[src/rtl/button_event_capture.sv]
// button_event_capture: sync, debounce, press/release/long detection
// and a 4-deep first-word-fall-through event queue for up to 8 pins.
//
// Ports:
//   i_clk, i_rst_n    clock, async active-low reset
//   i_btn             raw pins (async), polarity set by ACTIVE_LOW
//   o_level           debounced level, 1 = pressed
//   o_press/release   1-cycle pulses on accepted edges
//   o_long            1-cycle pulse when a hold reaches LONG_PRESS_CYCLES
//   o_evt_valid/data  queue head {chan[2:0], type[1:0]}; i_evt_ready pops
//   o_overflow        sticky, set when an event had to be dropped
module button_event_capture #(
   parameter int NUM_BTN           = 4,
   parameter bit ACTIVE_LOW        = 1'b1,
   parameter int DEBOUNCE_CYCLES   = 500000,
   parameter int LONG_PRESS_CYCLES = 50000000
) (
   input  logic               i_clk,
   input  logic               i_rst_n,
   input  logic [NUM_BTN-1:0] i_btn,
   output logic [NUM_BTN-1:0] o_level,
   output logic [NUM_BTN-1:0] o_press,
   output logic [NUM_BTN-1:0] o_release,
   output logic [NUM_BTN-1:0] o_long,
   output logic               o_evt_valid,
   input  logic               i_evt_ready,
   output logic [4:0]         o_evt_data,
   output logic               o_overflow
);

   typedef enum logic [1:0] {
      S_REL  = 2'd0,
      S_PRS  = 2'd1,
      S_HELD = 2'd2
   } state_t;

   localparam logic [NUM_BTN-1:0] IDLE_PIN = ACTIVE_LOW ? '1 : '0;
   localparam logic [19:0] DB_LIM = 20'(DEBOUNCE_CYCLES);
   localparam logic [26:0] LP_LIM = 27'(LONG_PRESS_CYCLES);

   logic [NUM_BTN-1:0] sync1, sync2, norm;
   logic [NUM_BTN-1:0] acc_p_v, acc_r_v, long_v;
   logic [NUM_BTN-1:0] pend_p, pend_l, pend_r;
   logic [NUM_BTN-1:0] clr_p, clr_l, clr_r, hit;
   logic               found, sel_p, sel_l;
   logic [2:0]         sel_ch;
   logic [1:0]         sel_type;
   logic               push, pop, full, ovf_set;
   logic [4:0]         mem [4];
   logic [1:0]         wr_ptr, rd_ptr;
   logic [2:0]         cnt;

   // Two-flop synchronizer, idle at the released pin level
   always_ff @(posedge i_clk or negedge i_rst_n) begin
      if (!i_rst_n) begin
         sync1 <= IDLE_PIN;
         sync2 <= IDLE_PIN;
      end else begin
         sync1 <= i_btn;
         sync2 <= sync1;
      end
   end

   assign norm = ACTIVE_LOW ? ~sync2 : sync2;

   for (genvar i = 0; i < NUM_BTN; i++) begin : g_ch
      logic [19:0] db_cnt, db_inc, db_nxt;
      logic [26:0] hold_cnt, hold_inc, hold_nxt;
      logic        acc_p, acc_r, hold_hit, long_fire;
      state_t      st, st_nxt;

      assign db_inc = (db_cnt == '1) ? db_cnt : db_cnt + 20'd1;

      always_comb begin
         acc_p  = 1'b0;
         acc_r  = 1'b0;
         db_nxt = '0;
         if (norm[i] != o_level[i]) begin
            if (db_inc >= DB_LIM) begin
               acc_p = ~o_level[i];
               acc_r = o_level[i];
            end else begin
               db_nxt = db_inc;
            end
         end
      end

      always_ff @(posedge i_clk or negedge i_rst_n) begin
         if (!i_rst_n) db_cnt <= '0;
         else          db_cnt <= db_nxt;
      end

      assign hold_inc = (hold_cnt == '1) ? hold_cnt : hold_cnt + 27'd1;
      assign hold_hit = hold_inc >= LP_LIM;

      always_ff @(posedge i_clk or negedge i_rst_n) begin
         if (!i_rst_n) begin
            st       <= S_REL;
            hold_cnt <= '0;
         end else begin
            st       <= st_nxt;
            hold_cnt <= hold_nxt;
         end
      end

      always_comb begin
         st_nxt = st;
         unique case (st)
            S_REL:   if (acc_p) st_nxt = S_PRS;
            S_PRS: begin
               if (acc_r)         st_nxt = S_REL;
               else if (hold_hit) st_nxt = S_HELD;
            end
            S_HELD:  if (acc_r) st_nxt = S_REL;
            default: st_nxt = S_REL;
         endcase
      end

      // Hold counter runs only in PRESSED; HELD freezes it
      always_comb begin
         long_fire = 1'b0;
         hold_nxt  = '0;
         unique case (st)
            S_PRS: begin
               long_fire = ~acc_r & hold_hit;
               hold_nxt  = acc_r ? '0 : hold_inc;
            end
            S_HELD:  hold_nxt = acc_r ? '0 : hold_cnt;
            default: hold_nxt = '0;
         endcase
      end

      assign acc_p_v[i] = acc_p;
      assign acc_r_v[i] = acc_r;
      assign long_v[i]  = long_fire;
   end

   always_ff @(posedge i_clk or negedge i_rst_n) begin
      if (!i_rst_n) begin
         o_level   <= '0;
         o_press   <= '0;
         o_release <= '0;
         o_long    <= '0;
      end else begin
         o_level   <= o_level ^ (acc_p_v | acc_r_v);
         o_press   <= acc_p_v;
         o_release <= acc_r_v;
         o_long    <= long_v;
      end
   end

   // Lowest channel with anything pending wins
   always_comb begin
      found  = 1'b0;
      sel_ch = '0;
      hit    = '0;
      for (int k = 0; k < NUM_BTN; k++) begin
         if (!found && (pend_p[k] | pend_l[k] | pend_r[k])) begin
            found  = 1'b1;
            sel_ch = 3'(k);
            hit[k] = 1'b1;
         end
      end
   end

   assign sel_p = |(pend_p & hit);
   assign sel_l = |(pend_l & hit);

   always_comb begin
      sel_type = 2'b10;
      if (sel_p)      sel_type = 2'b01;
      else if (sel_l) sel_type = 2'b11;
   end

   assign full = (cnt == 3'd4);
   assign pop  = o_evt_valid & i_evt_ready;
   assign push = found & (~full | pop);

   assign clr_p = (push & sel_p) ? hit : '0;
   assign clr_l = (push & ~sel_p & sel_l) ? hit : '0;
   assign clr_r = (push & ~sel_p & ~sel_l) ? hit : '0;

   // A pulse is only lost when its bit is still held and not leaving now
   assign ovf_set = |(o_press & pend_p & ~clr_p)
                  | |(o_long & pend_l & ~clr_l)
                  | |(o_release & pend_r & ~clr_r);

   always_ff @(posedge i_clk or negedge i_rst_n) begin
      if (!i_rst_n) begin
         pend_p     <= '0;
         pend_l     <= '0;
         pend_r     <= '0;
         o_overflow <= 1'b0;
      end else begin
         pend_p     <= (pend_p & ~clr_p) | o_press;
         pend_l     <= (pend_l & ~clr_l) | o_long;
         pend_r     <= (pend_r & ~clr_r) | o_release;
         o_overflow <= o_overflow | ovf_set;
      end
   end

   // When full, wr_ptr == rd_ptr: a simultaneous pop frees that slot
   always_ff @(posedge i_clk or negedge i_rst_n) begin
      if (!i_rst_n) begin
         for (int k = 0; k < 4; k++) mem[k] <= '0;
         wr_ptr <= '0;
         rd_ptr <= '0;
         cnt    <= '0;
      end else begin
         if (push) begin
            mem[wr_ptr] <= {sel_ch, sel_type};
            wr_ptr      <= wr_ptr + 2'd1;
         end
         if (pop) rd_ptr <= rd_ptr + 2'd1;
         cnt <= cnt + {2'b00, push} - {2'b00, pop};
      end
   end

   assign o_evt_valid = (cnt != 3'd0);
   assign o_evt_data  = o_evt_valid ? mem[rd_ptr] : '0;

endmodule

[config.mk]
export PLATFORM = sky130hd
export DESIGN_NAME = button_event_capture
export DESIGN_NICKNAME = d
export VERILOG_FILES = /design/src/rtl/button_event_capture.sv
export SDC_FILE = /design/constraint.sdc
export NUM_CORES = 1
export LEC_CHECK = 0
export ABC_CLOCK_PERIOD_IN_PS = 3700
export CAP_MARGIN = 20
export CORE_UTILIZATION = 63
export CTS_CLUSTER_DIAMETER = 40
export DETAILED_ROUTE_END_ITERATION = 8
export HOLD_SLACK_MARGIN = 0.1
export PLACE_DENSITY = 0.82
export SLEW_MARGIN = 20
export SYNTH_ARGS = -nofsm -noshare
export SYNTH_HDL_FRONTEND = slang
export SYNTH_SLANG_ARGS = --single-unit
[constraint.sdc]
create_clock -name i_clk -period 3.7 [get_ports i_clk]
set_input_delay 1.11 -clock i_clk [delete_from_list [all_inputs] [get_ports i_clk]]
set_output_delay 1.11 -clock i_clk [all_outputs]
set_load 0.1 [all_outputs]
==> results.ini, run 1 <==
[outcome]
status=finished, final reports clean

[setup_path]
crit_path_max_fanout=17
cp-end-kind=flop
reg2reg_depth=10
r2r_end=g_ch[1].db_cnt[18]$_DFF_PN0_
cp-start-kind=flop
worstSetupPathType=flop to flop
critPathRequiredTime_ns=4.12
reg2reg_from=g_ch[1].db_cnt[0]$_DFF_PN0_
crit_arrival_ns=3.79
r2r_slack_ns=0.33

[sta]
layout_min_cycle_time_ns=3.37
grt_setup_unrepaired=no
max_slew_margin_pct=37.7
skew_ns=0.0225
drv_slew=0
fmax_mhz=297
setup_viol=0
tightest_slew_ns=0.928
timing.final.ws_setup_ns=0.332
hold_viol=0
tns_ns=0
period_share_pct=91.0

[clock_tree]
root_buffer=clkbuf_16
holdBufCountCts=0
h-tree-depth=2
clk_pin_slew_ns=0.06
cts_setup_buffers=0
clk_latency_ns=0.54
cts_buffers=39
cts-resized-gates=0
cts_buffer_depth=3
cts_tree=yes
clock-sinks=256

[global_routing]
grt_max_degree=82
grt_pass1_vias=13100
grt-ovfl-total=0
grt_pass1_wl_um=61700
grt_usage_pct=29.9
antenna_found_initial=0

[synth]
yosysUniqueCellTypes=92
syn-cell-area_mm2=0.0154
synth_adder_area_share_pct=1.26
netlist_instances=1763
synth_top_cells_by_count=dfrtp_1, nor2_1, nand2_1
synth_top_family_by_area=simple AND/OR/NAND/NOR gates
synth_area_leaders=dfrtp_1, nor2_1, xnor2_1
synth_top_cell_by_area=dfrtp_1
yosys.area_share.simple_pct=26.8
async_flop_share_pct=100
seq_area_frac_synth_pct=41.5
syn_area_per_cell_um2=8.76
synth_compound_area_share_pct=15.8
synth_top_area_share_pct=40.2
synthXorXnorAreaFrac_pct=8.00
synth.most_common_cell=dfrtp_1
synthMuxAreaShare_pct=2.71
ys_ff_latch=256
synth-edff-count=0
synth_flop_cell=dfrtp_1
yosysWarnings=0

[place]
gp_congestion=0.931
place_ws_ns=0.211
portBuffers=28
dpl.hpwl_um=23600
place_area_mm2=0.0159
dp.cells=2041

[power_and_ir_drop]
p_leak_nw=7.15
power.density_mw_per_mm2=507
vdd_ir_drop_max_mv=0.764

[drt]
first_pass_iters=5
via_count=13500
routed_wirelength_um=36100
final_antenna_net_count=0
drc=0
viasPerCell=6.39
post_drt_wl_per_cell_um=17.1
drt_iter0_drc=1155

[die]
fp.dieW_um=159
initial_utilization_pct=65.0
rows=56
die_area_mm2=0.0251
coreArea_mm2=0.0238
io_pins=30
die_h_um=159

[hold_path]
hold_class=flop to flop
hold-path-cell-count=0
min-delay-start=sync1[1]$_DFF_PN1_
worstHoldEndpoint=sync2[1]$_DFF_PN1_

[flow_run]
drv_cap=0

[finish]
area_growth_pct=11.9
fin_nets=1785
insertedDiodeCount=0
final_cell_area_mm2=0.0173
final_core_util_pct=72.8
layout-drive-gt1-share_pct=10.3
stdcell_count=2113
fill_cells=1755

## logic make-up (layout without fill, tap and decap cells)
| kind of cell | after synthesis | count (layout) |
|---|---|---|
| xor+xnor | 141 | 141 |
| mux | 35 | 35 |
| fa+ha+maj | 15 | 15 |
| simple gates | 806 | 806 |
| buf+inv | 147 | 174 |
| flops | 256 | 256 |
| other cells | 1 | 5 |
| compound gates | 362 | 362 |
## metal layers
metal | global-route usage (%) | share of wire, % | vias to the layer above
li1 | - | - | 6408
met1 | 39.1 | 44 | 6576
met2 | 50.0 | 48 | 433
met3 | 4.82 | 5.5 | 94
met4 | 11.5 | 2.7 | 0
met5 | 0 | 0 | -
## flip-flops by register name, summed over array words and instances (netlist names), 4 cells and up, named ones only
name / count
pend_l: 4
o_press: 4
pend_p: 4
mem: 16
g_ch.db_cnt: 80
sync2: 4
g_ch.st: 8
o_release: 4
o_long: 4
pend_r: 4
sync1: 4
g_ch.hold_cnt: 108
## worst max-delay path, stage by stage, from the launching register on
cell and delay (ns):
dfrtp_1 0.43, ha_1 0.27, and4_1 0.24, nor3_1 0.14
a21oi_1 0.09, o32ai_1 0.33, a31oi_1 0.17, a2111oi_2 0.47
o21a_1 0.25, nand2_1 0.41, a311oi_1 0.45
## where the power goes
| part | switching, W | total [W] | internal [W] |
|---|---|---|---|
| clock | 0.00142 | 0.00378 | 0.00236 |
| combinational | 0.00114 | 0.00170 | 0.000563 |
| sequential | 0.000247 | 0.00329 | 0.00304 |
## worst max-delay path by stage
stage                     cells after the start                           end  slack, ns                         from
after floorplan                               2                 o_evt_data[0]       0.55             cnt[1]$_DFF_PN0_
after global placement                        8              cnt[1]$_DFF_PN0_       0.36                  i_evt_ready
after detailed placement                      8              cnt[1]$_DFF_PN0_       0.21                  i_evt_ready
after CTS                                    10  g_ch[1].db_cnt[18]$_DFF_PN0_       0.36  g_ch[1].db_cnt[0]$_DFF_PN0_
after global routing                         10  g_ch[1].db_cnt[18]$_DFF_PN0_       0.03  g_ch[1].db_cnt[0]$_DFF_PN0_
final                                        10  g_ch[1].db_cnt[18]$_DFF_PN0_       0.33  g_ch[1].db_cnt[0]$_DFF_PN0_
## stage by stage
stage | power (W) | hold slack [ns]
detailed placement | 0.00498 | 0.348
global route | 0.00913 | 0.361
finish | 0.00877 | 0.355
CTS | 0.00879 | 0.357
floorplan | 0.00452 | 0.345
global placement | 0.00489 | 0.346
## layout make-up
| cell class | count | area (um2) | area share, % |
|---|---|---|---|
| clock inverter | 24 | 304 | 1.76 |
| inverter | 42 | 158 | 0.912 |
| multi-input combinational | 1364 | 8470 | 49.0 |
| clock buffer | 48 | 1050 | 6.08 |
| tap | 319 | 399 | 2.31 |
| timing repair buffer | 60 | 495 | 2.87 |
| sequential | 256 | 6420 | 37.1 |
## cell usage in the layout, fill, tap and decap left out, types with 15 or more instances in the layout
cell type	n
nand2_1	153
inv_1	41
clkbuf_16	40
nor2b_1	17
and3_1	46
xnor2_1	87
nor4_1	24
xor2_1	54
nor2_1	223
buf_4	52
and2_1	19
o21ai_0	52
or3_1	16
nand4_1	59
mux2_2	15
a22oi_1	69
a31oi_1	27
mux2i_1	16
and4_1	26
nand2b_1	16
nor3_1	50
a21oi_1	90
nand3_1	95
dfrtp_1	248
(Power assumes the default switching activity.)
==> inputs of run 2 (changes only) <==
--- a/config.mk
+++ b/config.mk
@@ -5,13 +5,15 @@
 export SDC_FILE = /design/constraint.sdc
 export NUM_CORES = 1
 export LEC_CHECK = 0
-export ABC_CLOCK_PERIOD_IN_PS = 3700
+export ABC_AREA = 1
+export ABC_CLOCK_PERIOD_IN_PS = 4200
 export CAP_MARGIN = 20
-export CORE_UTILIZATION = 63
+export CORE_UTILIZATION = 64
 export CTS_CLUSTER_DIAMETER = 40
 export DETAILED_ROUTE_END_ITERATION = 8
 export HOLD_SLACK_MARGIN = 0.1
-export PLACE_DENSITY = 0.82
+export PLACE_DENSITY = 0.84
+export RECOVER_POWER = 50
 export SLEW_MARGIN = 20
 export SYNTH_ARGS = -nofsm -noshare
 export SYNTH_HDL_FRONTEND = slang
==> constraint.sdc (replaced) <==
create_clock -name i_clk -period 4.2 [get_ports i_clk]
set_input_delay 1.26 -clock i_clk [delete_from_list [all_inputs] [get_ports i_clk]]
set_output_delay 1.26 -clock i_clk [all_outputs]
set_load 0.1 [all_outputs]
==> results.ini, run 2 <==
[global_routing]
antenna_found_initial=0
grt_usage_pct=30.5
grt_pass1_wl_um=66000
grt_pass1_vias=14400
grt-ovfl-total=0
grt_max_degree=110

[synth]
ys_ff_latch=256
synth_flop_cell=dfrtp_1
synth_top_cell_by_area=dfrtp_1
syn_area_per_cell_um2=6.94
synth.most_common_cell=nand2_1
seq_area_frac_synth_pct=39.7
netlist_instances=2327
synth_area_leaders=dfrtp_1, nand2_1, nor2_1
syn-cell-area_mm2=0.0162
yosysUniqueCellTypes=46
synth_top_area_share_pct=38.4
synth-edff-count=0
synth_top_cells_by_count=nand2_1, nor2_1, dfrtp_1
async_flop_share_pct=100
yosysWarnings=0

[place]
portBuffers=28
gp_congestion=0.942
dpl.hpwl_um=27500
place_area_mm2=0.0166

[drt]
viasPerCell=5.57
post_drt_wl_per_cell_um=14.2
final_antenna_net_count=0
drt_iter0_drc=1449
routed_wirelength_um=38600
via_count=15100
drc=0
first_pass_iters=5

[flow_run]
drv_cap=1

[sta]
max_slew_margin_pct=-86.5
hold_viol=0
layout_min_cycle_time_ns=3.44
whs_ns=0.348
setup_viol=0
skew_ns=0.0164
drv_slew=108
tns_ns=0
grt_setup_unrepaired=no
tightest_slew_ns=2.80
period_share_pct=81.8
fmax_mhz=291

[clock_tree]
cts_buffers=39
h-tree-depth=2
cts_tree=yes
cts-resized-gates=0
clk_latency_ns=0.53
cts_setup_buffers=0
clock-sinks=256
holdBufCountCts=0
clk_pin_slew_ns=0.06
cts_buffer_depth=3
root_buffer=clkbuf_16

[die]
die_area_mm2=0.0259
rows=57
io_pins=30
coreArea_mm2=0.0245
initial_utilization_pct=65.9
fp.dieW_um=161
die_h_um=161

[finish]
fin_nets=2385
largest_reg_flops=108
final_cell_area_mm2=0.0180
layout-drive-gt1-share_pct=8.36
top_register=g_ch.hold_cnt
mostFrequentLayoutCells=nand2_1, nor2_1, dfrtp_1
insertedDiodeCount=0
reg_top3=g_ch.hold_cnt: 108 flops, g_ch.db_cnt: 80 flops, mem: 16 flops
layout_commonest_cell=nand2_1
area_growth_pct=11.5

[power_and_ir_drop]
p_int_w=0.00527
p_seq_share_pct=36.5
p_switching_w=0.00278
vdd_ir_drop_max_mv=0.526
comb_power_share_pct=21.1
finalPower_w=0.00804
p_leak_nw=8.19
swShare_pct=34.5
p_clk_share_pct=42.4
power.density_mw_per_mm2=446

[setup_path]
critical_path.max_stage_delay_ns=0.73
crit_path_top_delay_cell=nor3_1
crit_path_max_fanout=7
critPathRequiredTime_ns=2.94
worstSetupPathType=flop to primary output
critical-path-top-delay-family=simple AND/OR/NAND/NOR gates
crit_arrival_ns=2.18
cp-start-kind=flop
crit_chain=nor3_1 > a21oi_1 > buf_4
crit_buf_inv=1
cp-end-kind=primary output

[hold_path]
hold_class=flop to flop

[outcome]
status=finished, violations left
violations=max-capacitance violations, max-slew violations

## run 2: metrics by stage
step | utilization [%] | worst slack (ns) | std cells
3_5_place_dp | 67.8 | 0.998 | 2646
6_report | 73.4 | 0.763 | 2717
5_1_grt | 73.4 | 0.412 | 2717
4_1_cts | 73.5 | 0.777 | 2717
2_1_floorplan | - | 0.547 | 2331
3_3_place_gp | 67.8 | 1.05 | 2646
## run 2: logic make-up (layout without fill, tap and decap cells)
group                      count (synthesis)  after routing  synth area share [%]
and+or+nand+nor                         1439           1439                  38.4
buffers and inverters                    285            347                  7.49
muxes                                      6              6                 0.387
xor gates and xnor gates                  71             71                  3.85
adders and majority gates                 15             15                  1.21
AOI/OAI and AO/OA                        254            254                  8.97
other                                      1              5                0.0232
DFF                                      256            256                  39.7
## run 2: final timing paths
path / depth (start not counted) / from / slack [ns] / endpoint
worst max-delay path: 3 / cnt[1]$_DFF_PN0_ / 0.76 / o_evt_data[1]
worst min-delay path: 0 / sync1[2]$_DFF_PN1_ / 0.35 / sync2[2]$_DFF_PN1_
worst max register to register: 14 / g_ch[2].hold_cnt[0]$_DFFE_PN0P_ / 1.01 / g_ch[2].st[0]$_DFFE_PN0P_
worst min register to register: 0 / sync1[2]$_DFF_PN1_ / 0.35 / sync2[2]$_DFF_PN1_
max in group asynchronous: 1 / i_rst_n / 0.93 / g_ch[3].hold_cnt[20]$_DFFE_PN0P_
min in group asynchronous: 1 / i_rst_n / 1.62 / g_ch[2].db_cnt[7]$_DFF_PN0_
## run 2: per-layer routing
metal | part of all wire (%) | routed length [um] | vias to the layer above | track usage (%)
met1 | 45 | 17400 | 7137 | 41.4
met3 | 4.8 | 1840 | 64 | 3.72
met2 | 48 | 18600 | 404 | 51.2
met5 | 0 | 0 | - | 0
met4 | 2.2 | 863 | 0 | 9.26
li1 | - | - | 7527 | -
## run 2: worst reg2reg max path, cell delays in order (launching register included)
cell,delay (ns)
dfrtp_1,0.41
ha_1,0.28
nand3_1,0.17
inv_1,0.13
nand2_1,0.12
nor2_2,0.21
nand3_1,0.65
nand2_1,0.36
nand2_1,0.08
nor2_1,0.17
nand2_1,0.09
nor3_1,0.18
nor2_1,0.12
nand2_1,0.07
o21ai_1,0.06
## run 2: final cells by class
cell class	count	area [um2]
inverter	241	910
clock buffer	43	1030
tap	324	405
multi-input combinational	1790	8550
sequential	256	6420
fill	1951	6520
clock inverter	28	360
timing repair buffer	35	338
## run 2: power groups by stage
stage / Clock (W) / Sequential, W / Combinational, W
6_report: 0.00341 / 0.00294 / 0.00170
5_1_grt: 0.00356 / 0.00296 / 0.00187
4_1_cts: 0.00345 / 0.00293 / 0.00169
3_5_place_dp: 0 / 0.00296 / 0.00168
3_3_place_gp: 0 / 0.00295 / 0.00162
2_1_floorplan: 0 / 0.00294 / 0.00129
==> edit: new RTL, flow settings as in run 1 <==
`ACTIVE_LOW`: 1'b1 -> 1'b0.
--- a/src/rtl/button_event_capture.sv
+++ b/src/rtl/button_event_capture.sv
@@ -13,3 +13,3 @@
    parameter int NUM_BTN           = 4,
-   parameter bit ACTIVE_LOW        = 1'b1,
+   parameter bit ACTIVE_LOW        = 1'b0,
    parameter int DEBOUNCE_CYCLES   = 500000,
Check against the original RTL: no difference found for any inputs over 10 cycles, from zero or initial values and one cycle with i_rst_n low; that may be too few to reach the edited logic, so the function may still have changed.
==> edit against run 1 <==
Design area increased by 0.10%. Sequential power about the same. Global-route usage down 1.2 points. Synthesized cell count grew 0.91%. Largest cell class unchanged. Sequential share of layout area shrank 0.095 points. Wire length fell by 2.1%. Synthesized area about the same. Sequential cell count stayed put. Setup slack worse by 0.010 ns. Power up 0.77%.
==> edit: results (changes against run 1) <==
Status: completed (unchanged). The first-pass GRT wire length came to 59,300 µm (was 61,700 µm). The hold path startpoint is sync1[1]$_DFF_PN0_ (was sync1[1]$_DFF_PN1_). The maximum ir drop on the vdd rail came out at 0.000848 V (was 0.000764 V).

The routed wire length per instance came out at 16.6 µm (was 17.1 µm). The sequential share of the synthesized area is 41.5% (about the same). The leakage dissipation came out at 7.14 nW (was 7.15 nW). The start point of the critical path is g_ch[0].db_cnt[10]$_DFF_PN0_ (was g_ch[1].db_cnt[0]$_DFF_PN0_). The half-perimeter wire length of the detailed placement result was 23,800 µm (was 23,600 µm). The clock network fraction of total power is 43.5% (was 43.1%). The number of nets in the finished design came to 1,805 (was 1,785). The path depth of the worst reg2reg path is 9 (was 10). The largest fanout of any net on the critical path is 19 (was 17). The iteration-0 DRC count of the detailed router is 1,175 (was 1,155).

The total instance count after detailed placement was 2,059 (was 2,041). The overall global routing resource usage was 28.8% (was 29.9%). The reported sequential group power came out at 0.00328 W (was 0.00329 W). The setup clock skew after layout came to 0.0217 ns (was 0.0225 ns).

The number of different library cells in the post-synthesis netlist is 88 (was 92). The via-per-instance ratio is 6.32 (was 6.39). Biggest area contributors in the synthesized netlist: sky130_fd_sc_hd__dfrtp_1 42%, sky130_fd_sc_hd__nor2_1 5.5%, sky130_fd_sc_hd__xnor2_1 4.2% (was sky130_fd_sc_hd__dfrtp_1 40%, sky130_fd_sc_hd__nor2_1 5.4%, sky130_fd_sc_hd__xnor2_1 4.9%).

The worst reg2reg path endpoint is g_ch[0].db_cnt[15]$_DFF_PN0_ (was g_ch[1].db_cnt[18]$_DFF_PN0_). List of most frequent post-synthesis cells: 256 x sky130_fd_sc_hd__dfrtp_1, 226 x sky130_fd_sc_hd__nor2_1, 138 x sky130_fd_sc_hd__nand2_1 (was 248 x sky130_fd_sc_hd__dfrtp_1, 224 x sky130_fd_sc_hd__nor2_1, 153 x sky130_fd_sc_hd__nand2_1). The post-synthesis average cell area is 8.67 µm² (was 8.76 µm²).

The final-layout fill cell count is 1,782 (was 1,755). The data arrival time of the worst path came out at 3.81 ns (was 3.79 ns). The ratio of cells with drive above 1 in the final layout was 9.92% (was 10.3%).

The net switching share of the total power came out at 32.3% (was 32.0%).
edit: cell count changes after synthesis, sizes merged, moves of 6 or more:
| cell | run 1 | this run |
|---|---|---|
| dfstp | 8 | 0 |
| a22oi | 69 | 54 |
| nand2 | 153 | 139 |
| xnor2 | 87 | 74 |
| o211ai | 9 | 17 |
| clkbuf | 73 | 66 |
| and4 | 26 | 20 |
| dfrtp | 248 | 256 |
| nand3 | 96 | 110 |
| o21ai | 56 | 80 |
| a31oi | 27 | 20 |
| a21oi | 91 | 107 |
edit: kinds of logic after synthesis:
group                    count (synthesis)  synth area share [%]
AND/OR/NAND/NOR                        820                  27.2
flip-flops                             256                  41.5
other                                    1                0.0243
AO/OA/AOI/OAI                          392                  16.7
XOR/XNOR                               123                  6.98
buffers and inverters                  138                  3.66
multiplexers                            34                  2.66
adder cells (fa/ha/maj)                 15                  1.26
edit: critical path, delay by kind of cell (launching register included):
kind               cells  cell delay (ns)
AOI/OAI and AO/OA      2             0.61
DFF                    1             0.43
muxes                  1             0.23
and+or+nand+nor        6             2.00
edit: cell type report:
cell class	instances	area share, %
multi-input cells	1389	49.1
flip-flops and latches	256	37.0
clock buffers	47	6.35
repair buffers	58	2.70
well taps	319	2.31
clock inverters	27	1.73
inverters	38	0.824
edit: stage by stage:
step                utilization (%)  area (µm²)
CTS                            72.8       17300
global route                   72.9       17300
detailed placement             67.0       15900
finish                         72.9       17300
global placement               67.0       15900
floorplan                         -       15400
edit: metal layers:
layer  global-route usage, %  up-vias  part of all wire, %  wire, µm
li1                        -     6510                    -         -
met1                    37.8     6557                   45     15800
met2                    48.2      368                   48     17000
met3                    4.95       59                  4.9      1730
met4                    9.43        0                  2.1       732
met5                       0        -                    0         0
